===== src/rtl/qpp_addr_gen.sv =====
// qpp_addr_gen
// QPP turbo-interleaver address generator. It follows the sequential index
// stream 0..K-1 and emits pi(i) = (f1*i + f2*i^2) mod K. There are no
// multipliers. The recursion used is:
//   pi(i+1) = pi(i) + g(i)
//   g(i+1)  = g(i) + 2*f2
// Both sums are taken mod K.
//
// Ports
//   clock      in   rising-edge clock
//   reset      in   asynchronous active-high reset
//   k          in   block size select (0: K_SHORT, 1: K_LONG), sampled on start
//   start      in   one-cycle pulse that begins a new block (wins over idx_valid)
//   idx_valid  in   advance the recursion by one step
//   idx        in   incoming sequential index (only used by the sequence check)
//   addr       out  interleaved address, registered, one cycle after the step
//   addr_valid out  addr is valid this cycle
//   addr_last  out  asserted together with addr_valid for i = K-1
//   busy       out  block in progress (RUN)
//   seq_err    out  sticky index-discontinuity flag
//
// Optional feature macro: QPP_SEQ_CHECK_EN
//   When defined, each RUN step compares idx against the internal count.
//   A mismatch sets seq_err, which is cleared only by reset or by start.
//   When not defined, seq_err is tied to 0.
module qpp_addr_gen #(
  parameter int W       = 14,
  parameter int K_SHORT = 1056,
  parameter int F1_S    = 17,
  parameter int F2_S    = 66,
  parameter int K_LONG  = 6144,
  parameter int F1_L    = 263,
  parameter int F2_L    = 480
) (
  input  logic         clock,
  input  logic         reset,
  input  logic         k,
  input  logic         start,
  input  logic         idx_valid,
  input  logic [W-1:0] idx,
  output logic [W-1:0] addr,
  output logic         addr_valid,
  output logic         addr_last,
  output logic         busy,
  output logic         seq_err
);

  // All recursion constants are reduced mod K at elaboration, so modadd
  // always sees operands that are already < K.
  localparam logic [W-1:0] KS      = W'(K_SHORT);
  localparam logic [W-1:0] KL      = W'(K_LONG);
  localparam logic [W-1:0] G0_S    = W'((F1_S + F2_S) % K_SHORT);
  localparam logic [W-1:0] G0_L    = W'((F1_L + F2_L) % K_LONG);
  localparam logic [W-1:0] GSTEP_S = W'((2 * F2_S) % K_SHORT);
  localparam logic [W-1:0] GSTEP_L = W'((2 * F2_L) % K_LONG);

  typedef enum logic [1:0] {
    S_IDLE = 2'd0,
    S_RUN  = 2'd1,
    S_DONE = 2'd2
  } state_t;

  state_t       state_q, state_d;
  logic         k_q, k_d;
  logic [W-1:0] pi_q, pi_d;
  logic [W-1:0] g_q, g_d;
  logic [W-1:0] cnt_q, cnt_d;
  logic [W-1:0] addr_q, addr_d;
  logic         addr_valid_q, addr_valid_d;
  logic         addr_last_q, addr_last_d;
  logic         seq_err_q, seq_err_d;

  logic [W-1:0] k_len_s;
  logic [W-1:0] g_step_s;
  logic         last_s;

  // (a + b) mod K when a, b < K. One conditional subtract is enough because
  // the sum is below 2K, and it fits in W+1 bits.
  function automatic logic [W-1:0] modadd(input logic [W-1:0] a,
                                          input logic [W-1:0] b,
                                          input logic [W-1:0] kk);
    logic [W:0] s;
    logic [W:0] d;
    s = {1'b0, a} + {1'b0, b};
    d = s - {1'b0, kk};
    if (s >= {1'b0, kk}) begin
      modadd = d[W-1:0];
    end else begin
      modadd = s[W-1:0];
    end
  endfunction

  // Per-block constants selected by the k value latched at start.
  always_comb begin
    k_len_s  = KS;
    g_step_s = GSTEP_S;
    if (k_q) begin
      k_len_s  = KL;
      g_step_s = GSTEP_L;
    end else begin
      k_len_s  = KS;
      g_step_s = GSTEP_S;
    end
    last_s = (cnt_q == (k_len_s - {{(W-1){1'b0}}, 1'b1}));
  end

  // Next-state, recursion step and output register inputs.
  always_comb begin
    state_d      = state_q;
    k_d          = k_q;
    pi_d         = pi_q;
    g_d          = g_q;
    cnt_d        = cnt_q;
    addr_d       = addr_q;
    addr_valid_d = 1'b0;
    addr_last_d  = 1'b0;
    seq_err_d    = seq_err_q;
    if (start) begin
      // Restart from any state. A coincident idx is dropped.
      state_d   = S_RUN;
      k_d       = k;
      pi_d      = {W{1'b0}};
      cnt_d     = {W{1'b0}};
      g_d       = k ? G0_L : G0_S;
      seq_err_d = 1'b0;
    end else begin
      case (state_q)
        S_RUN: begin
          if (idx_valid) begin
            addr_d       = pi_q;
            addr_valid_d = 1'b1;
            addr_last_d  = last_s;
            pi_d         = modadd(pi_q, g_q, k_len_s);
            g_d          = modadd(g_q, g_step_s, k_len_s);
            cnt_d        = cnt_q + {{(W-1){1'b0}}, 1'b1};
`ifdef QPP_SEQ_CHECK_EN
            if (idx != cnt_q) begin
              seq_err_d = 1'b1;
            end else begin
              seq_err_d = seq_err_q;
            end
`endif
            if (last_s) begin
              state_d = S_DONE;
            end else begin
              state_d = S_RUN;
            end
          end else begin
            // Stall: the recursion holds and addr keeps its last value.
            state_d = S_RUN;
          end
        end
        S_IDLE:  state_d = S_IDLE;
        S_DONE:  state_d = S_DONE;
        default: state_d = S_IDLE;
      endcase
    end
  end

  // State and output registers with asynchronous reset.
  always_ff @(posedge clock or posedge reset) begin
    if (reset) begin
      state_q      <= S_IDLE;
      k_q          <= 1'b0;
      pi_q         <= {W{1'b0}};
      g_q          <= {W{1'b0}};
      cnt_q        <= {W{1'b0}};
      addr_q       <= {W{1'b0}};
      addr_valid_q <= 1'b0;
      addr_last_q  <= 1'b0;
      seq_err_q    <= 1'b0;
    end else begin
      state_q      <= state_d;
      k_q          <= k_d;
      pi_q         <= pi_d;
      g_q          <= g_d;
      cnt_q        <= cnt_d;
      addr_q       <= addr_d;
      addr_valid_q <= addr_valid_d;
      addr_last_q  <= addr_last_d;
      seq_err_q    <= seq_err_d;
    end
  end

  assign addr       = addr_q;
  assign addr_valid = addr_valid_q;
  assign addr_last  = addr_last_q;
  assign busy       = (state_q == S_RUN);
`ifdef QPP_SEQ_CHECK_EN
  assign seq_err    = seq_err_q;
`else
  assign seq_err    = 1'b0;
  // The sticky flag register and idx are only consumed by the checker.
  logic unused_s;
  assign unused_s   = seq_err_q ^ (^idx);
`endif

endmodule

===== config.mk =====
export PLATFORM = sky130hd
export DESIGN_NAME = qpp_addr_gen
export DESIGN_NICKNAME = d
export VERILOG_FILES = /design/src/rtl/qpp_addr_gen.sv
export SDC_FILE = /design/constraint.sdc
export NUM_CORES = 1
export LEC_CHECK = 0
export CAP_MARGIN = 20
export CORE_MARGIN = 1.5
export CORE_UTILIZATION = 57
export CTS_CLUSTER_DIAMETER = 80
export CTS_CLUSTER_SIZE = 25
export DETAILED_ROUTE_END_ITERATION = 10
export PLACE_DENSITY = 0.9
export SETUP_SLACK_MARGIN = 0.4
export SLEW_MARGIN = 10
export SYNTH_ARGS = -nofsm -noshare
export SYNTH_HDL_FRONTEND = slang
export SYNTH_SLANG_ARGS = --single-unit

===== constraint.sdc =====
create_clock -name clock -period 11.6 [get_ports clock]
set_input_delay 1.16 -clock clock [delete_from_list [all_inputs] [get_ports clock]]
set_output_delay 1.16 -clock clock [all_outputs]
set_load 0.01 [all_outputs]

==> results.json <==
{
  "status": "finished, final reports clean",
  "slowest_stage": "a211oi_1",
  "async_flop_share_pct": 100,
  "clk_pin_slew_ps": 70,
  "path_delay_family": "simple AND/OR/NAND/NOR gates",
  "yosys_warnings": 0,
  "fin_nets": 529,
  "crit_chain": "inv_1 > ha_1 > ha_1 > and4_1 > a211oi_1 > inv_1 > and3_1 > xor2_1 > ha_1 > nand3_1 > nor4_1 > o21ai_1 > nand4_1 > mux2_1 > a22oi_1 > nor2_1",
  "endpoint_kind": "register",
  "dieArea_mm2": 0.00807,
  "io_buffer_count": 21,
  "dp_cells": 565,
  "synth_area_leader_cell": "dfrtp_1",
  "cp.required_ps": 11820,
  "worstPathArrival_ps": 5150,
  "route.vias.total": 3626,
  "antenna_cells": 0,
  "cts_buffers": 9,
  "final.period_utilization_pct": 42.5,
  "fin_crit_ps": 4930,
  "start_util_pct": 59.0,
  "hold_path.class": "register to register",
  "ys_ff_latch": 60,
  "synth_edf_count": 0,
  "clock_latency_ps": 350,
  "slowest_delay_ps": 640,
  "post_cts.repair.setup_buffers": 0,
  "rr_endpoint": "g_q[10]",
  "synth_top_cells_by_area": "dfrtp_1, ha_1, xnor2_1, nor2_1, mux2_2",
  "antenna_found_initial": 0,
  "r2r_setup_slack_ps": 6670,
  "finalSetupViolations": 0,
  "syn_inst": 461,
  "final_cells": 581,
  "fmax_mhz": 203,
  "layout-drive-gt1-share_pct": 9.54,
  "cts-resized-gates": 0,
  "r2r_cells": 16,
  "h-tree-depth": 3,
  "yosysMostFrequentCell": "dfrtp_1",
  "grt_pass1_vias": 3597,
  "ys_seq_area_share_pct": 34.9,
  "crit_start": "k_q",
  "cp_num_buf_inv": 2,
  "drt_iter0_drc": 276,
  "area_growth_pct": 10.1,
  "power.switching_mw": 0.449,
  "core-area_mm2": 0.00729,
  "whs_ps": 506,
  "drt_first_pass_iters": 5,
  "cp-start-kind": "register",
  "ys_types": 69,
  "p_clk_share_pct": 18.7,
  "synthesis.area_mm2": 0.00430,
  "dieWidth_um": 89.8,
  "tightest_slew_ps": 782,
  "reg2reg_from": "k_q",
  "yosysTopAreaCellShare_pct": 34.9,
  "overflow": 0,
  "power_frac_comb_pct": 54.8,
  "hold_violations": 0,
  "critPathMostFrequentCell": "ha_1",
  "die-height_um": 89.8,
  "grt_usage_pct": 25.6,
  "pin_count": 37,
  "fill_cells": 570,
  "wl_mm": 9.86,
  "endpoint": "g_q[10]",
  "cp_max_fo": 11,
  "gp_congestion": 0.906,
  "hpwlAfterDp_mm": 6.87,
  "synth_nets": 513,
  "path_class": "register to register",
  "synth_ff_type": "dfrtp_1",
  "grt_max_degree": 61,
  "grt_first_pass_wirelength_mm": 16.8,
  "cts_tree": "yes",
  "cts_hold_repair.buffers": 0,
  "p_seq_share_pct": 26.4,
  "avgRoutedWirePerCell_um": 17.0,
  "clock_sinks": 60,
  "syn_avg_cell_area_um2": 9.33,
  "crit_cells": 16,
  "ant_nets": 0,
  "switching_share_pct": 41.5,
  "ir_drop_mv": 0.106,
  "finalMaxSlewViolations": 0,
  "p_leak_nw": 2.10,
  "netlist_top_cells_count": "dfrtp_1, nor2_1, nand2_1",
  "routed_via_density": 6.24,
  "max-clock-path-buffers": 2,
  "relSlewSlack_pct": 47.7,
  "power_density_mw_per_mm2": 228,
  "cts_root_buf": "clkbuf_8",
  "finClkSkew_ps": 11.0,
  "rows": 31,
  "rsz0062_at_grt": "false",
  "maxCapViolations": 0,
  "setup_tns_ps": 0,
  "drcViolationCount": 0,
  "p_int_mw": 0.632
}
[placed cells by master, fill, tap and decap left out, types with 7 or more instances in the layout]
master / instances
clkdlybuf4s50_1: 21
mux2i_1: 9
o21ai_0: 11
xnor2_1: 25
and3_1: 7
nor2_1: 52
a21oi_1: 31
mux2_2: 14
clkbuf_8: 9
nand3_1: 17
nand2_1: 33
xor2_1: 17
inv_1: 16
a211oi_1: 16
dfrtp_1: 60
ha_1: 32
[worst min path at each step]
stage / from / endpoint / slack [ps] / cells after the start
final: addr[8] / addr[8] / 510 / 1
after detailed placement: addr[1] / addr[1] / 500 / 1
after global routing: addr[1] / addr[1] / 530 / 1
after floorplan: g_q[0] / g_q[0] / 490 / 1
after global placement: addr[3] / addr[3] / 490 / 1
after CTS: addr[1] / addr[1] / 510 / 1
[metrics by stage]
step	total power [mW]	setup slack, ps	util, %	instance area (um^2)
global route	1.15	6350	64.9	4730
floorplan	0.727	7470	-	4300
global placement	0.832	6860	62.0	4520
finish	1.08	6670	64.9	4730
CTS	1.07	6780	64.9	4730
detailed placement	0.860	6800	62.0	4520
[sequential cells by signal, summed over array words and instances, names as in the netlist]
| name | count |
|---|---|
| addr_valid | 1 |
| addr | 14 |
| k_q | 1 |
| state_q | 2 |
| addr_last | 1 |
| pi_q | 14 |
| cnt_q | 14 |
| g_q | 13 |
[layer usage]
layer  vias up  wire, um  track usage (%)
met5         -         0                0
met4         0       212             9.26
met3        27       619             6.26
met2       161      4840             42.0
met1      1751      4180             33.0
li1       1687         -                -
[cell families (layout without fill, tap and decap cells)]
| logic type | Yosys count | count (layout) | share of synthesized area [%] |
|---|---|---|---|
| DFF | 60 | 60 | 34.9 |
| other | 1 | 1 | 0.0872 |
| and+or+nand+nor | 152 | 152 | 17.4 |
| buffers and inverters | 38 | 59 | 4.83 |
| muxes | 27 | 27 | 6.81 |
| adders and majority gates | 33 | 33 | 9.78 |
| AOI/OAI and AO/OA | 107 | 107 | 17.2 |
| xor gates and xnor gates | 43 | 43 | 8.93 |
[final cells by class]
type	count	area (um^2)	share of cell area, %
multi-input cells	363	2590	54.7
clock buffers	12	135	2.86
flip-flops and latches	60	1500	31.7
inverters	18	67.6	1.43
repair buffers	25	240	5.08
clock inverters	4	73.8	1.56
well taps	99	124	2.62
[power by group through the flow]
stage	Combinational, mW	Clock (mW)	Sequential (mW)
floorplan	0.443	0	0.284
global placement	0.546	0	0.286
detailed placement	0.571	0	0.289
CTS	0.582	0.205	0.285
global route	0.642	0.217	0.291
finish	0.593	0.203	0.286
Power figures use the tool's default switching activity.
